--- src/rtl/peripheral_uart_pkg.sv ---
// Shared UART constants: receive-FIFO error-flag layout, timeout length and
// the trigger-level helper.
package peripheral_uart_pkg;

  localparam int UART_FIFO_ERR_W       = 3;
  localparam int UART_FIFO_ERR_BI      = 2;
  localparam int UART_FIFO_ERR_PE      = 1;
  localparam int UART_FIFO_ERR_FE      = 0;
  localparam int UART_RX_TIMEOUT_CHARS = 4;

  typedef enum logic [1:0] {
    TRIG_ONE     = 2'b00,
    TRIG_QUARTER = 2'b01,
    TRIG_HALF    = 2'b10,
    TRIG_NEAR    = 2'b11
  } uart_trig_sel_e;

  // Receive-FIFO occupancy level at which trig_o asserts for a given select.
  function automatic int unsigned uart_trig_level(input logic [1:0] sel,
                                                  input int unsigned depth);
    int unsigned lvl;
    case (uart_trig_sel_e'(sel))
      TRIG_ONE:     lvl = 1;
      TRIG_QUARTER: lvl = depth / 4;
      TRIG_HALF:    lvl = depth / 2;
      default:      lvl = depth - 2;
    endcase
    return lvl;
  endfunction

endpackage

--- src/rtl/peripheral_uart_fifo_mem.sv ---
// Receive-FIFO storage: DEPTH x WIDTH array, synchronous write, asynchronous read.
module peripheral_uart_fifo_mem
  import peripheral_uart_pkg::*;
#(
  parameter int WIDTH = 11,
  parameter int DEPTH = 16,
  parameter int PTR_W = $clog2(DEPTH)
) (
  input  logic             clk_i,
  input  logic             wr_en_i,
  input  logic [PTR_W-1:0] wr_addr_i,
  input  logic [WIDTH-1:0] wr_data_i,
  input  logic [PTR_W-1:0] rd_addr_i,
  output logic [WIDTH-1:0] rd_data_o
);

  logic [WIDTH-1:0] mem_q [DEPTH];

  always_ff @(posedge clk_i) begin
    if (wr_en_i) mem_q[wr_addr_i] <= wr_data_i;
  end

  assign rd_data_o = mem_q[rd_addr_i];

endmodule

--- src/rtl/peripheral_uart_rx_fifo_param.sv ---
// Parametrised UART receive FIFO with per-entry error flags, trigger, overrun,
// error-in-FIFO and (optional, macro UART_RX_TIMEOUT_EN) character timeout.
module peripheral_uart_rx_fifo_param
  import peripheral_uart_pkg::*;
#(
  parameter int DATA_W = 8,
  parameter int ERR_W  = UART_FIFO_ERR_W,
  parameter int DEPTH  = 16,
  parameter int PTR_W  = $clog2(DEPTH),
  parameter int CNT_W  = PTR_W + 1
) (
  input  logic                    wb_clk_i,
  input  logic                    wb_rst_i,
  input  logic                    push_i,
  input  logic [DATA_W+ERR_W-1:0] data_i,
  input  logic                    pop_i,
  input  logic                    fifo_clr_i,
  input  logic                    clr_status_i,
  input  logic [1:0]              trig_sel_i,
  input  logic                    char_tick_i,
  output logic [DATA_W+ERR_W-1:0] data_o,
  output logic [CNT_W-1:0]        count_o,
  output logic                    empty_o,
  output logic                    full_o,
  output logic                    overrun_o,
  output logic                    err_o,
  output logic                    trig_o,
  output logic                    timeout_o
);

  localparam int ENTRY_W = DATA_W + ERR_W;
  localparam logic [CNT_W-1:0] LVL_ONE     = CNT_W'(uart_trig_level(2'b00, DEPTH));
  localparam logic [CNT_W-1:0] LVL_QUARTER = CNT_W'(uart_trig_level(2'b01, DEPTH));
  localparam logic [CNT_W-1:0] LVL_HALF    = CNT_W'(uart_trig_level(2'b10, DEPTH));
  localparam logic [CNT_W-1:0] LVL_NEAR    = CNT_W'(uart_trig_level(2'b11, DEPTH));

  logic [PTR_W-1:0]   wr_ptr_q, wr_ptr_d, rd_ptr_q, rd_ptr_d;
  logic [CNT_W-1:0]   count_q, count_d, err_cnt_q, err_cnt_d;
  logic               overrun_q, overrun_d, trig_q, trig_d;
  logic [ENTRY_W-1:0] head;
  logic [CNT_W-1:0]   trig_lvl;
  logic               empty, full, wr_en, rd_en, push_err, pop_err;

  assign empty = (count_q == '0);
  assign full  = (count_q == CNT_W'(DEPTH));

  // A full FIFO still accepts a push when the head is popped in the same cycle.
  assign wr_en = wb_rst_i && push_i && !fifo_clr_i && (!full || pop_i);
  assign rd_en = pop_i && !fifo_clr_i && !empty;

  assign push_err = wr_en && (|data_i[ENTRY_W-1:DATA_W]);
  assign pop_err  = rd_en && (|head[ENTRY_W-1:DATA_W]);

  peripheral_uart_fifo_mem #(
    .WIDTH (ENTRY_W),
    .DEPTH (DEPTH),
    .PTR_W (PTR_W)
  ) u_mem (
    .clk_i     (wb_clk_i),
    .wr_en_i   (wr_en),
    .wr_addr_i (wr_ptr_q),
    .wr_data_i (data_i),
    .rd_addr_i (rd_ptr_q),
    .rd_data_o (head)
  );

  always_comb begin
    case (trig_sel_i)
      2'b00:   trig_lvl = LVL_ONE;
      2'b01:   trig_lvl = LVL_QUARTER;
      2'b10:   trig_lvl = LVL_HALF;
      default: trig_lvl = LVL_NEAR;
    endcase
  end

  always_comb begin
    wr_ptr_d  = wr_ptr_q;
    rd_ptr_d  = rd_ptr_q;
    count_d   = count_q;
    err_cnt_d = err_cnt_q;
    overrun_d = overrun_q;
    if (fifo_clr_i) begin
      wr_ptr_d  = '0;
      rd_ptr_d  = '0;
      count_d   = '0;
      err_cnt_d = '0;
      overrun_d = 1'b0;
    end else begin
      if (wr_en) wr_ptr_d = wr_ptr_q + PTR_W'(1);
      if (rd_en) rd_ptr_d = rd_ptr_q + PTR_W'(1);
      case ({wr_en, rd_en})
        2'b10:   count_d = count_q + CNT_W'(1);
        2'b01:   count_d = count_q - CNT_W'(1);
        default: count_d = count_q;
      endcase
      case ({push_err, pop_err})
        2'b10:   err_cnt_d = err_cnt_q + CNT_W'(1);
        2'b01:   err_cnt_d = err_cnt_q - CNT_W'(1);
        default: err_cnt_d = err_cnt_q;
      endcase
      // A dropped push outranks a simultaneous status-read clear.
      if (push_i && !pop_i && full) overrun_d = 1'b1;
      else if (clr_status_i)        overrun_d = 1'b0;
    end
    trig_d = (count_d >= trig_lvl);
  end

  always_ff @(posedge wb_clk_i) begin
    if (!wb_rst_i) begin
      wr_ptr_q  <= '0;
      rd_ptr_q  <= '0;
      count_q   <= '0;
      err_cnt_q <= '0;
      overrun_q <= 1'b0;
      trig_q    <= 1'b0;
    end else begin
      wr_ptr_q  <= wr_ptr_d;
      rd_ptr_q  <= rd_ptr_d;
      count_q   <= count_d;
      err_cnt_q <= err_cnt_d;
      overrun_q <= overrun_d;
      trig_q    <= trig_d;
    end
  end

`ifdef UART_RX_TIMEOUT_EN
  localparam logic [2:0] TO_MAX = 3'(UART_RX_TIMEOUT_CHARS);
  logic [2:0] to_cnt_q, to_cnt_d;

  always_comb begin
    to_cnt_d = to_cnt_q;
    if (push_i || pop_i || fifo_clr_i || empty) to_cnt_d = '0;
    else if (char_tick_i && (to_cnt_q != TO_MAX)) to_cnt_d = to_cnt_q + 3'd1;
  end

  always_ff @(posedge wb_clk_i) begin
    if (!wb_rst_i) to_cnt_q <= '0;
    else           to_cnt_q <= to_cnt_d;
  end

  assign timeout_o = (to_cnt_q == TO_MAX) && !empty;
`else
  logic unused_char_tick;
  assign unused_char_tick = char_tick_i;
  assign timeout_o        = 1'b0;
`endif

  assign data_o    = empty ? '0 : head;
  assign count_o   = count_q;
  assign empty_o   = empty;
  assign full_o    = full;
  assign overrun_o = overrun_q;
  assign err_o     = (err_cnt_q != '0);
  assign trig_o    = trig_q;

endmodule

--- config.mk ---
export PLATFORM = sky130hd
export DESIGN_NAME = peripheral_uart_rx_fifo_param
export DESIGN_NICKNAME = d
export VERILOG_FILES = /design/src/rtl/peripheral_uart_pkg.sv /design/src/rtl/peripheral_uart_fifo_mem.sv /design/src/rtl/peripheral_uart_rx_fifo_param.sv
export SDC_FILE = /design/constraint.sdc
export NUM_CORES = 1
export LEC_CHECK = 0
export BUFFER_PORTS_ARGS = -buffer_cell sky130_fd_sc_hd__buf_2
export CAP_MARGIN = 20
export CORE_ASPECT_RATIO = 1.4
export CORE_MARGIN = 4
export CORE_UTILIZATION = 60
export DETAILED_ROUTE_END_ITERATION = 7
export PLACE_DENSITY = 0.78
export SLEW_MARGIN = 20
export SYNTH_ARGS = -nofsm -noshare
export SYNTH_HDL_FRONTEND = slang
export SYNTH_SLANG_ARGS = --single-unit
--- constraint.sdc ---
create_clock -name wb_clk_i -period 7.04 [get_ports wb_clk_i]
set_clock_uncertainty 0.15 [all_clocks]
set_input_delay 1.408 -clock wb_clk_i [delete_from_list [all_inputs] [get_ports wb_clk_i]]
set_output_delay 1.408 -clock wb_clk_i [all_outputs]
set_load 0.005 [all_outputs]
# After elaboration in Yosys (flattened, before gate mapping)
# Memories as Yosys holds them, arrays and structs flattened. A register that Yosys moved wholly into a read port is not among the register bits.
# Cells that the tools add are included.
[op_classes] n_addsub=6 magnitude_cmp=1 eq_ne=7 muxes=11 n_bitwise=1 n_reduce_logical=22
[ops] operator="5-bit case mux with 2 select lines" count=2
[ops] operator="4-bit case mux with 3 select lines" count=1
[ops] operator="11-bit 2-to-1 mux" count=1
[ops] operator="5-bit by 1-bit adder with 5-bit output (second input constant)" count=2
[ops] operator="5-bit by 1-bit subtractor with 5-bit output (second input constant)" count=2
[ops] operator="1-bit logical AND" count=9
[ops] operator="4-bit by 1-bit adder with 4-bit output (second input constant)" count=2
[ops] operator="4-bit 2-to-1 mux" count=2
[ops] operator="2-bit by 1-bit equality test with 1-bit output (second input constant)" count=3
[ops] operator="2-bit equality test (second input constant)" count=3
[ops] operator="3-bit OR reduction" count=2
[ops] operator="5-bit equality test (second input constant)" count=1
[ops] operator="5-bit >= comparator" count=1
[ops] operator="5-bit zero test" count=1
[ops] operator="5-bit 2-to-1 mux" count=1
[ops] operator="5-bit nonzero test" count=1
[ops] operator="1-bit zero test" count=4
[ops] operator="1-bit 2-to-1 mux" count=4
[ops] operator="2-bit nonzero test" count=2
[ops] operator="2-bit zero test" count=1
[ops] operator="2-bit OR reduction" count=1
[ops] operator="1-bit logical OR" count=1
[ops] operator="1-bit inverter" count=1
[word_totals] ff_bits=20 ram_bits=176 in_bits=20 output_inout_bits=22 word_cells=55 n_memories=1
[memory_table] name="u_mem.mem_q" words=16 word_bits=11 rd=1 rd_ports_with_merged_regs=1 write_ports=1 line_no="peripheral_uart_fifo_mem.sv:17" source="logic [WIDTH-1:0] mem_q [DEPTH];"

# Longest topological paths before layout
# Gate-level depths: netlist (run 1).
[logic_depth] ltp_word=8 depth_mapped=15 mapped_depth_nobuf=12

# Hierarchy
# From an unflattened synthesis (run 1), not the netlist that was laid out.
[unflattened] cells_unflattened=458 hier_area_um2=8176.6
[modules_own_cells] module="peripheral_uart_fifo_mem" instances=1 cells_each=294 area_each_um2=6819.0 seq_area_each_um2=5285.1
[modules_own_cells] module="peripheral_uart_rx_fifo_param" instances=1 cells_each=164 area_each_um2=1357.6 seq_area_each_um2=400.4

# Worst setup path before layout (run 1)
# No wires, ideal clock.
[synth_path] kind="input port to flip-flop" startpoint="input fifo_clr_i" endpoint="register trig_q, in the netlist trig_o" setup_time_ps=130 arrival_time_ps=3924 setup_slack_ps=2835 cell_stages=15 n_path_buf=3 cell_sequence="clkbuf_1 > nor2b_1 > o311a_1 > clkbuf_1 > inv_1 > ha_1 > clkbuf_1 > xnor2_1 > nand2b_1 > ha_1 > nand2b_1 > a21o_1 > a21o_1 > a21oi_1 > o22ai_1"
[synth_between] elab_chain_cells=7 word_cells_on_any_way=10 cone_classes="1 x order compare; 2 x eq/ne; 2 x mux; 5 x reduce/logical"
[synth_lines] item="from (decl)" line_no="peripheral_uart_rx_fifo_param.sv:17" source="input logic fifo_clr_i,"
[synth_lines] item="1-bit zero test" line_no="peripheral_uart_rx_fifo_param.sv:48, peripheral_uart_rx_fifo_param.sv:49"
[synth_lines] item="1-bit logical AND (on tied branches) (2 in a row)" line_no="peripheral_uart_rx_fifo_param.sv:49, peripheral_uart_rx_fifo_param.sv:48"
[synth_lines] item="2-bit by 1-bit equality test with 1-bit output / 2-bit equality test (equally long branches)" line_no="peripheral_uart_rx_fifo_param.sv:91" source="case ({wr_en, rd_en})"
[synth_lines] item="5-bit case mux with 2 select lines" line_no="peripheral_uart_rx_fifo_param.sv:91"
[synth_lines] item="5-bit 2-to-1 mux *" line_no="peripheral_uart_rx_fifo_param.sv:82" source="if (fifo_clr_i) begin"
[synth_lines] item="5-bit >= comparator *" line_no="peripheral_uart_rx_fifo_param.sv:105" source="trig_d = (count_d >= trig_lvl);"
[synth_lines] item="to (signal assigned)" line_no="peripheral_uart_rx_fifo_param.sv:122" source="trig_q <= trig_d;"
[synth_lines] item="to (decl)" line_no="peripheral_uart_rx_fifo_param.sv:39" source="logic overrun_q, overrun_d, trig_q, trig_d;"
# Mark *: on every way between the ends. The rest lies on a longest branch, timed or not.
# A chain may end at the register's enable or synchronous reset.

==> results of run 1 <==
-- through the flow --
| step | hold WS, ns | util | cell area, um^2 | std cells | worst slack (ns) |
|---|---|---|---|---|---|
| floorplan | 0.3026 | - | 8210 | 456 | 2.835 |
| global placement | 0.3061 | 0.6493 | 8692 | 672 | 2.445 |
| detailed placement | 0.3164 | 0.6493 | 8692 | 672 | 2.357 |
| CTS | 0.3280 | 0.6924 | 9270 | 704 | 2.198 |
| global route | 0.3563 | 0.6924 | 9270 | 704 | 1.973 |
| finish | 0.3268 | 0.6924 | 9270 | 704 | 2.296 |
-- report_power, final --
part | switching [W] | internal, W | total [W]
Clock | 0.000426 | 0.000529 | 0.000955
Sequential | 0.00000277 | 0.00129 | 0.00129
Combinational | 0.0000337 | 0.0000189 | 0.0000526
Total | 0.000462 | 0.00184 | 0.00230
-- synthesized netlist by cell type, types with 2 or more instances --
cell / count / area, um^2
o21ai_0: 5 / 25.02
nand2_1: 13 / 48.80
dfxtp_1: 24 / 480.5
nor2b_1: 15 / 93.84
nand3_1: 5 / 25.02
mux4_2: 53 / 1194
nor3_1: 7 / 35.03
nand4_1: 2 / 12.51
edfxtp_1: 176 / 5285
o31ai_1: 3 / 22.52
buf_1: 3 / 11.26
a21o_1: 3 / 22.52
a31oi_1: 2 / 12.51
inv_1: 13 / 48.80
xnor2_1: 6 / 52.55
nand2b_1: 7 / 43.79
a22oi_1: 2 / 15.01
buf_2: 4 / 20.02
mux2i_1: 6 / 60.06
ha_1: 15 / 187.7
a21oi_1: 12 / 60.06
and2_1: 2 / 12.51
nor2_1: 36 / 135.1
or3_1: 2 / 12.51
xor2_1: 6 / 52.55
clkbuf_1: 15 / 56.30
-- cells by family (layout without fill, tap and decap cells) --
| logic type | Yosys count | in the layout | share of synthesized area |
|---|---|---|---|
| adders and majority gates | 16 | 16 | 0.02530 |
| DFF | 200 | 200 | 0.7022 |
| AOI/OAI and AO/OA | 34 | 34 | 0.02834 |
| other | 1 | 1 | 0.0004567 |
| and+or+nand+nor | 96 | 96 | 0.05791 |
| xor gates and xnor gates | 12 | 12 | 0.01280 |
| buffers and inverters | 37 | 103 | 0.01890 |
| muxes | 60 | 60 | 0.1541 |
-- how the worst max path moves through the flow --
stage                           from            to  slack [ns]  cells past startpoint
final                           flop     data_o[5]        2.30                      5
after global routing            flop  err_cnt_q[4]        1.97                     12
after CTS                       flop     data_o[5]        2.20                      5
after detailed placement        flop  err_cnt_q[4]        2.36                     12
after global placement          flop  err_cnt_q[4]        2.44                     12
after floorplan           fifo_clr_i        trig_o        2.84                     15
-- routing by layer --
layer	part of all wire	vias up
li1	-	1898
met5	0	-
met1	0.38	2279
met2	0.55	158
met3	0.055	31
met4	0.020	0
-- registers in the layout, summed over array words and instances (netlist names), named ones only --
signal / cells
wr_ptr_q: 4
trig_o: 1
err_cnt_q: 5
u_mem.mem_q: 176
overrun_o: 1
rd_ptr_q: 4
count_o: 5
-- area by class of cell --
class | count | area (um^2)
inverters | 13 | 48.80
repair buffers | 58 | 337.8
clock inverters | 13 | 145.1
clock buffers | 19 | 432.9
fillers | 867 | 4118
multi-input cells | 219 | 2310
flip-flops and latches | 200 | 5768
well taps | 182 | 227.7
-- worst max-delay path, stage by stage (launching register included) --
cell and delay, ns:
dfxtp_2 0.90, buf_4 0.50, mux4_2 0.59, mux4_2 0.45, nor2b_1 0.15, buf_2 0.13
==> run_results.csv, run 1 <==
group,metric,value,unit
final_layout,final_cell_mix,"edfxtp_1, mux4_2, buf_2, nor2_1, dfxtp_1",
routing,post-route-drc-count,0,
cts,post_cts_buffers,0,
sta,finalSetupTns,0,ns
final_layout,layout_commonest_cell,"edfxtp_1",
die,die_x,106.9,um
routing,drtIter0Drc,477,
cts,cts.path.max_buffers,2,
setup_path,crit_fanout,25,
global_routing,grt_start_max_net_pins,45,
global_routing,antenna_found_initial,0,
die,die_area,0.01565,mm^2
placed_design,hpwl,10280,um
die,chipHeight,146.4,um
die,coreArea,0.01339,mm^2
setup_path,r2r_end,"err_cnt_q[4]",
setup_path,worstSetupEndpointType,"output port",
power_and_ir_drop,peakVddDrop,205.0,uV
yosys,synthCells,456,
power_and_ir_drop,p_per_area,248.2,mW/mm^2
final_layout,n_antenna_cell,0,
min_path,hold_depth,2,
placed_design,port_buffers,39,
placed_design,place_congestion,0.7741,
status,status,"finished clean",
sta,fin_crit_sh,0.6738,
routing,routed_via_density,6.202,
min_path,hold_start,"overrun_o",
routing,dr_total_vias,4366,
routing,ant_nets,0,
global_routing,grt.met1_usage,0.2957,
routing,avgRoutedWirePerCell,23.92,um
yosys,synth_cell_types,45,
global_routing,globalRoute.busiestLayer,"met2",
sta,slew_viol_final,0,
sta,period_minus_slack,4.744,ns
routing,dr.pass1.iters,5,
job,max_cap_violations,0,
die,start_util,0.6133,
cts,path_clk_slew,0.07,ns
power_and_ir_drop,power_leakage,3.084,nW
cts,clock_latency,0.42,ns
yosys,synth_area,0.008210,mm^2
die,ioPinCount,42,
sta,timing_worst_slew_pin_value,0.9417,ns
setup_path,rrSetupSlack,2.39,ns
cts,ctsHtreeMaxLevel,4,
cts,cts_hold_buf,0,
global_routing,grt_remaining_overflow,0,
cts,post_cts_resize_count,0,
setup_path,critical_path_class,"flop to output port",
yosys,synth_ff_type,"edfxtp_1",
cts,cts_tree,"done",
global_routing,grt_pass1_vias,4418,
global_routing,gr-usage-all-layers,0.2262,
yosys,synth-warning-count,0,
yosys,ys_seq_elements,200,
final_layout,drive_gt1_frac,0.2874,
sta,finalSetupViolCount,0,
global_routing,met3_usage,0.04069,
final_layout,syn2layout_area_growth,12.91,%
cts,numCtsBuffers,17,
yosys,ys_async_sr_fraction,0,
yosys,syn_avg_cell_area,18.01,um^2
power_and_ir_drop,finalPower,0.002301,W
sta,relSlewSlack,0.3713,
final_layout,nets,545,
setup_path,arrival,3.19,ns
yosys,synth_edf_count,176,
routing,finalWirelength,16840,um
yosys,syn_nets,492,
sta,timing.fmax,0.2108,GHz
min_path,hold_path_class,"flop to flop",
setup_path,cp-start-kind,"flop",
yosys,ys_seq_area_frac,0.7022,
global_routing,grt_pass1_wl,25620,um
setup_path,cp.required,5.48,ns
die,num_rows,50,
cts,cts_root_buf,"clkbuf_16",
min_path,min_to,"overrun_o",
global_routing,grtUsageMet2,0.3890,
sta,finalHoldViolations,0,
sta,rsz0062_at_grt,"no",
cts,clock_sinks,200,
setup_path,r2r_cells,12,
(Power assumes the default switching activity.)
==> run 2, diff against run 1 <==
--- a/config.mk
+++ b/config.mk
@@ -9,9 +9,9 @@
 export CAP_MARGIN = 20
 export CORE_ASPECT_RATIO = 1.4
 export CORE_MARGIN = 4
-export CORE_UTILIZATION = 60
+export CORE_UTILIZATION = 55
 export DETAILED_ROUTE_END_ITERATION = 7
-export PLACE_DENSITY = 0.78
+export PLACE_DENSITY = 0.76
 export SLEW_MARGIN = 20
 export SYNTH_ARGS = -nofsm -noshare
 export SYNTH_HDL_FRONTEND = slang
==> constraint.sdc (replaced) <==
create_clock -name wb_clk_i -period 4.3 [get_ports wb_clk_i]
set_clock_uncertainty 0.15 [all_clocks]
set_input_delay 0.86 -clock wb_clk_i [delete_from_list [all_inputs] [get_ports wb_clk_i]]
set_output_delay 0.86 -clock wb_clk_i [all_outputs]
set_load 0.005 [all_outputs]
==> run_results.csv, run 2 (synthesized netlist as in run 1, its figures left out) <==
group,metric,value,unit
setup_path,cp_num_buf_inv,1,
placed_design,port_buffers,39,
cts,numCtsBuffers,17,
final_layout,n_antenna_cell,0,
min_path,hold_path_class,"flop to flop",
routing,routed_via_density,5.949,
die,die_x,111.3,um
power_and_ir_drop,switching_power,0.0007845,W
setup_path,critical_path_class,"flop to flop",
setup_path,path_cells,"buf_4 > mux4_2 > a22oi_1 > nand3_1 > o31a_1 > ha_1 > ha_1 > nor2b_1 > o21ai_0 > a21oi_1 > or4_1 > a21oi_1",
global_routing,antenna_found_initial,0,
placed_design,place_congestion,0.7794,
sta,rsz0062_at_grt,"no",
setup_path,critical_path.top_delay_family,"compound AO/OA/AOI/OAI gates",
setup_path,cp.required,4.49,ns
sta,fin_crit_sh,0.9209,
final_layout,nets,555,
power_and_ir_drop,power_leakage,3.154,nW
global_routing,grt_start_max_net_pins,22,
cts,post_cts_resize_count,0,
setup_path,cp-start-kind,"flop",
status,status,"finished clean",
die,coreArea,0.01457,mm^2
setup_path,arrival,4.15,ns
routing,drtIter0Drc,376,
final_layout,final_cell_mix,"edfxtp_1, mux4_2, buf_2, nor2_1, buf_4",
cts,path_clk_slew,0.07,ns
die,die_area,0.01697,mm^2
global_routing,grt_pass1_vias,4478,
routing,finalWirelength,16470,um
global_routing,grt_remaining_overflow,0,
routing,ant_nets,0,
power_and_ir_drop,p_per_area,406.4,mW/mm^2
final_layout,layout_commonest_cell,"edfxtp_1",
final_layout,syn2layout_area_growth,14.28,%
global_routing,gr-usage-all-layers,0.2034,
final_layout,final_core_util,0.6438,
cts,cts.path.max_buffers,2,
final_layout,largest_reg_flops,176,
cts,clock_latency,0.42,ns
routing,dr_total_vias,4289,
power_and_ir_drop,switching_share,0.2058,
placed_design,hpwl,10330,um
power_and_ir_drop,intPower,0.003028,W
sta,finalSetupTns,0,ns
sta,slew_viol_final,0,
power_and_ir_drop,p_comb_frac,0.023,
power_and_ir_drop,seqPwrFrac,0.555,
setup_path,slowest_stage,"dfxtp_2",
die,ioPinCount,42,
die,chipHeight,152.6,um
routing,post-route-drc-count,0,
sta,finalSetupViolCount,0,
cts,post_cts_buffers,0,
final_layout,regMostFlops,"u_mem.mem_q",
cts,cts_tree,"done",
cts,clock_sinks,200,
setup_path,crit_fanout,10,
sta,timing.fmax,0.2525,GHz
global_routing,grt_pass1_wl,25650,um
die,start_util,0.5634,
setup_path,worstSetupEndpointType,"flop",
sta,finalHoldViolations,0,
sta,relSlewSlack,0.4564,
cts,ctsHtreeMaxLevel,4,
routing,dr.pass1.iters,5,
sta,timing_worst_slew_pin_value,0.8155,ns
power_and_ir_drop,peakVddDrop,300.4,uV
die,num_rows,52,
routing,avgRoutedWirePerCell,22.84,um
cts,cts_hold_buf,0,
power_and_ir_drop,clkPwrFrac,0.422,
final_layout,drive_gt1_frac,0.3045,
cts,cts_root_buf,"clkbuf_16",
setup_path,cpPeakStageDelay,0.52,ns
sta,period_minus_slack,3.960,ns
job,max_cap_violations,0,
==> run 2: changes by cell type in the layout (fill, tap and decap cells not counted), sizes merged <==
| cell | before | now |
|---|---|---|
| buf | 58 | 68 |
| clkbuf | 19 | 17 |
| clkinv | 5 | 4 |
| clkinvlp | 2 | 1 |
| inv | 17 | 21 |
==> run 2: through the flow <==
step | instance area [um^2] | setup slack, ns | std cells | hold WS, ns | power (W)
after floorplan | 8210 | 0.5229 | 456 | 0.3026 | 0.002202
after global placement | 8776 | 0.5442 | 689 | 0.3046 | 0.002243
after detailed placement | 8776 | 0.3818 | 689 | 0.3124 | 0.002247
after CTS | 9383 | 0.3605 | 721 | 0.3248 | 0.003841
after global routing | 9383 | 0.1987 | 721 | 0.3589 | 0.003948
final | 9383 | 0.3400 | 721 | 0.3213 | 0.003813
==> run 2: power groups by stage <==
stage               clock network, W  registers (W)  logic (W)
floorplan                          0        0.00216  0.0000422
global route                 0.00173        0.00212  0.0000970
global placement                   0        0.00216  0.0000829
CTS                          0.00164        0.00212  0.0000871
detailed placement                 0        0.00216  0.0000863
finish                       0.00161        0.00212  0.0000864
==> run 2: final cells by class <==
| type | instances | area (um^2) |
|---|---|---|
| clock buffer | 17 | 425.4 |
| clock inverter | 15 | 181.4 |
| fill | 1005 | 5191 |
| inverter | 13 | 48.80 |
| multi-input combinational | 219 | 2310 |
| sequential | 200 | 5768 |
| tap | 189 | 236.5 |
| timing repair buffer | 68 | 412.9 |
==> run 2: tightest hold or removal path, stage by stage, from the launching register on <==
cell and delay, ns:
dfxtp_1 0.31, nand2b_1 0.06, a21oi_1 0.06
==> run 2: worst paths after layout <==
check	startpoint	to	slack [ns]	cells past startpoint
setup / recovery	flop	err_cnt_q[4]	0.34	12
hold / removal	overrun_o	overrun_o	0.32	2
setup reg to reg	flop	err_cnt_q[4]	0.34	12
hold reg to reg	overrun_o	overrun_o	0.32	2
==> run 2: routing by layer <==
layer | GRT usage | up-vias | wire length [um]
met5 | 0 | - | 0
met1 | 0.2598 | 2185 | 6335
met3 | 0.04331 | 23 | 972
met2 | 0.3494 | 165 | 8770
li1 | - | 1916 | -
met4 | 0.06609 | 0 | 389
==> run 3, diff against run 2 <==
--- a/config.mk
+++ b/config.mk
@@ -5,13 +5,15 @@
 export SDC_FILE = /design/constraint.sdc
 export NUM_CORES = 1
 export LEC_CHECK = 0
+export ABC_AREA = 1
 export BUFFER_PORTS_ARGS = -buffer_cell sky130_fd_sc_hd__buf_2
 export CAP_MARGIN = 20
 export CORE_ASPECT_RATIO = 1.4
 export CORE_MARGIN = 4
-export CORE_UTILIZATION = 55
+export CORE_UTILIZATION = 60
 export DETAILED_ROUTE_END_ITERATION = 7
-export PLACE_DENSITY = 0.76
+export PLACE_DENSITY = 0.78
+export SETUP_SLACK_MARGIN = 0.4
 export SLEW_MARGIN = 20
 export SYNTH_ARGS = -nofsm -noshare
 export SYNTH_HDL_FRONTEND = slang
==> constraint.sdc (replaced) <==
create_clock -name wb_clk_i -period 4.95 [get_ports wb_clk_i]
set_clock_uncertainty 0.15 [all_clocks]
set_input_delay 0.99 -clock wb_clk_i [delete_from_list [all_inputs] [get_ports wb_clk_i]]
set_output_delay 0.99 -clock wb_clk_i [all_outputs]
set_load 0.005 [all_outputs]
==> run_results.csv, run 3 <==
group,metric,value,unit
sta,finalSetupTns,0,ns
sta,finalSetupViolCount,0,
setup_path,worstSetupEndpointType,"output port",
sta,timing_worst_slew_pin_value,0.8520,ns
cts,ctsHtreeMaxLevel,4,
placed_design,place_congestion,0.8208,
setup_path,path_cells,"inv_2 > buf_4 > o21ai_0 > o22ai_1 > nor2_1 > nor2_1 > o21ai_1 > a21oi_1 > buf_2",
die,coreArea,0.01358,mm^2
cts,cts_root_buf,"clkbuf_16",
cts,clock_latency,0.42,ns
yosys,synth_top_cell_by_area,"edfxtp_1",
cts,post_cts_resize_count,0,
setup_path,rrSetupSlack,0.97,ns
die,die_x,108.0,um
yosys,syn_nets,751,
final_layout,final_cell_mix,"edfxtp_1, nor2_1, o21ai_0, inv_1, nand2_1",
yosys,netlist.area_leader.share,0.6292,
status,status,"finished clean",
routing,dr.pass1.iters,5,
die,start_util,0.6187,
yosys,synth_cell_types,35,
final_layout,syn2layout_area_growth,11.65,%
yosys,syn_avg_cell_area,11.75,um^2
setup_path,slowest_stage,"inv_2",
die,chipHeight,148.0,um
setup_path,cp-start-kind,"flop",
die,die_area,0.01598,mm^2
min_path,hold_start,"overrun_o",
routing,avgRoutedWirePerCell,20.34,um
final_layout,drive_gt1_frac,0.1365,
setup_path,critical_path_class,"flop to output port",
setup_path,crit_fanout,45,
final_layout,finish.instance_area,0.009378,mm^2
routing,routed_via_density,6.129,
global_routing,grt_pass1_vias,5725,
power_and_ir_drop,power_leakage,3.396,nW
cts,cts.path.max_buffers,2,
global_routing,grt_pass1_wl,29610,um
yosys,synth_area,0.008399,mm^2
sta,finalHoldViolations,0,
placed_design,place_area,0.008808,mm^2
yosys,synthTopCellsByArea,"edfxtp_1, nor2_1, o21ai_0, dfxtp_1, o221ai_1",
power_and_ir_drop,p_per_area,355.1,mW/mm^2
global_routing,grt_start_max_net_pins,54,
global_routing,antenna_found_initial,0,
yosys,ys_seq_area_frac,0.6864,
yosys,synth-warning-count,0,
final_layout,n_antenna_cell,0,
cts,clock_sinks,200,
routing,drtIter0Drc,593,
die,ioPinCount,42,
setup_path,cpPeakStageDelay,0.65,ns
final_layout,regMostFlops,"u_mem.mem_q",
power_and_ir_drop,peakVddDrop,259.5,uV
final_layout,largest_reg_flops,176,
cts,post_cts_buffers,0,
cts,numCtsBuffers,17,
placed_design,port_buffers,39,
global_routing,gr-usage-all-layers,0.2495,
final_layout,nets,792,
sta,fin_crit_sh,0.8339,
cts,cts_tree,"done",
yosys,synth_edf_count,176,
sta,rsz0062_at_grt,"no",
placed_design,hpwl,11690,um
min_path,min_to,"overrun_o",
final_layout,layout_commonest_cell,"edfxtp_1",
sta,final.setup.worst_slack,0.8221,ns
min_path,hold_depth,2,
setup_path,arrival,2.99,ns
yosys,ys_async_sr_fraction,0,
yosys,synth_commonest_cells,"edfxtp_1, nor2_1, o21ai_0",
routing,post-route-drc-count,0,
final_layout,finalNonFillerCells,951,
sta,whs,0.3098,ns
placed_design,place_ws,1.023,ns
yosys,synth_ff_type,"edfxtp_1",
cts,cts_hold_buf,0,
yosys,synthCells,715,
routing,finalWirelength,19350,um
sta,slew_viol_final,0,
yosys,synth.most_common_cell,"edfxtp_1",
sta,period_minus_slack,4.128,ns
sta,relSlewSlack,0.4313,
setup_path,r2r_end,"err_cnt_q[4]",
sta,timing.fmax,0.2423,GHz
setup_path,cpMostUsedCell,"nor2_1",
setup_path,cp.required,3.81,ns
global_routing,grt_remaining_overflow,0,
setup_path,r2r_cells,17,
placed_design,place_inst,919,
routing,dr_total_vias,5829,
cts,path_clk_slew,0.07,ns
die,num_rows,50,
job,max_cap_violations,0,
min_path,hold_path_class,"flop to flop",
routing,ant_nets,0,
yosys,ys_seq_elements,200,
[run 3: cell count changes in the layout (fill, tap and decap cells not counted), sizes merged, moves of 15 or more]
cell	delta
inv	+30
o221ai	+36
mux4	-53
nand3	+27
o21ai	+100
nor2b	-15
nor2	+100
nand2	+38
[run 3: worst max path at each step]
stage / start / endpoint / depth (start not counted)
2_1_floorplan: pop_i / trig_o / 20
3_5_place_dp: flop / err_cnt_q[4] / 17
4_1_cts: flop / data_o[1] / 7
3_3_place_gp: fifo_clr_i / trig_o / 20
6_report: flop / data_o[3] / 9
5_1_grt: flop / data_o[1] / 7
[run 3: where the power goes]
part	leakage, nW	internal [W]	switching, W
Clock	0.284	0.000747	0.000573
Combinational	1.33	0.0000514	0.000110
Sequential	1.78	0.00184	0.00000748
Total	3.40	0.00264	0.000691
[run 3: worst max-delay path, delay by kind of cell, from the launching register on]
family	cells	cell delay, ns
and+or+nand+nor	2	0.15
buffers and inverters	3	1.31
AOI/OAI and AO/OA	4	0.56
DFF	1	0.52
[run 3: cell families after synthesis]
| family | after synthesis | synth area share |
|---|---|---|
| simple gates | 228 | 0.1157 |
| buf+inv | 86 | 0.04216 |
| xor+xnor | 4 | 0.004172 |
| fa+ha+maj | 16 | 0.02473 |
| other cells | 1 | 0.0004465 |
| compound gates | 180 | 0.1263 |
| flops | 200 | 0.6864 |
[run 3: through the flow]
step | util | total power, W
after floorplan | - | 0.001979
after global placement | 0.6488 | 0.002037
after detailed placement | 0.6488 | 0.002046
after CTS | 0.6908 | 0.003333
after global routing | 0.6908 | 0.003432
final | 0.6908 | 0.003330
[run 3: layout make-up]
| class | count | area [um^2] |
|---|---|---|
| Clock buffer | 26 | 533.0 |
| Tap cell | 182 | 227.7 |
| Multi-Input combinational cell | 429 | 2280 |
| Timing Repair Buffer | 59 | 345.3 |
| Fill cell | 945 | 4198 |
| Inverter | 49 | 188.9 |
| Sequential cell | 200 | 5767 |
| Clock inverter | 6 | 36.28 |
[run 3: metal layers]
metal  up-vias  share of wire  GRT usage
met1      2818           0.36     0.2855
li1       2670              -          -
met2       281           0.52     0.4393
met4         0          0.040     0.1232
met5         -              0          0
met3        60          0.077    0.05199
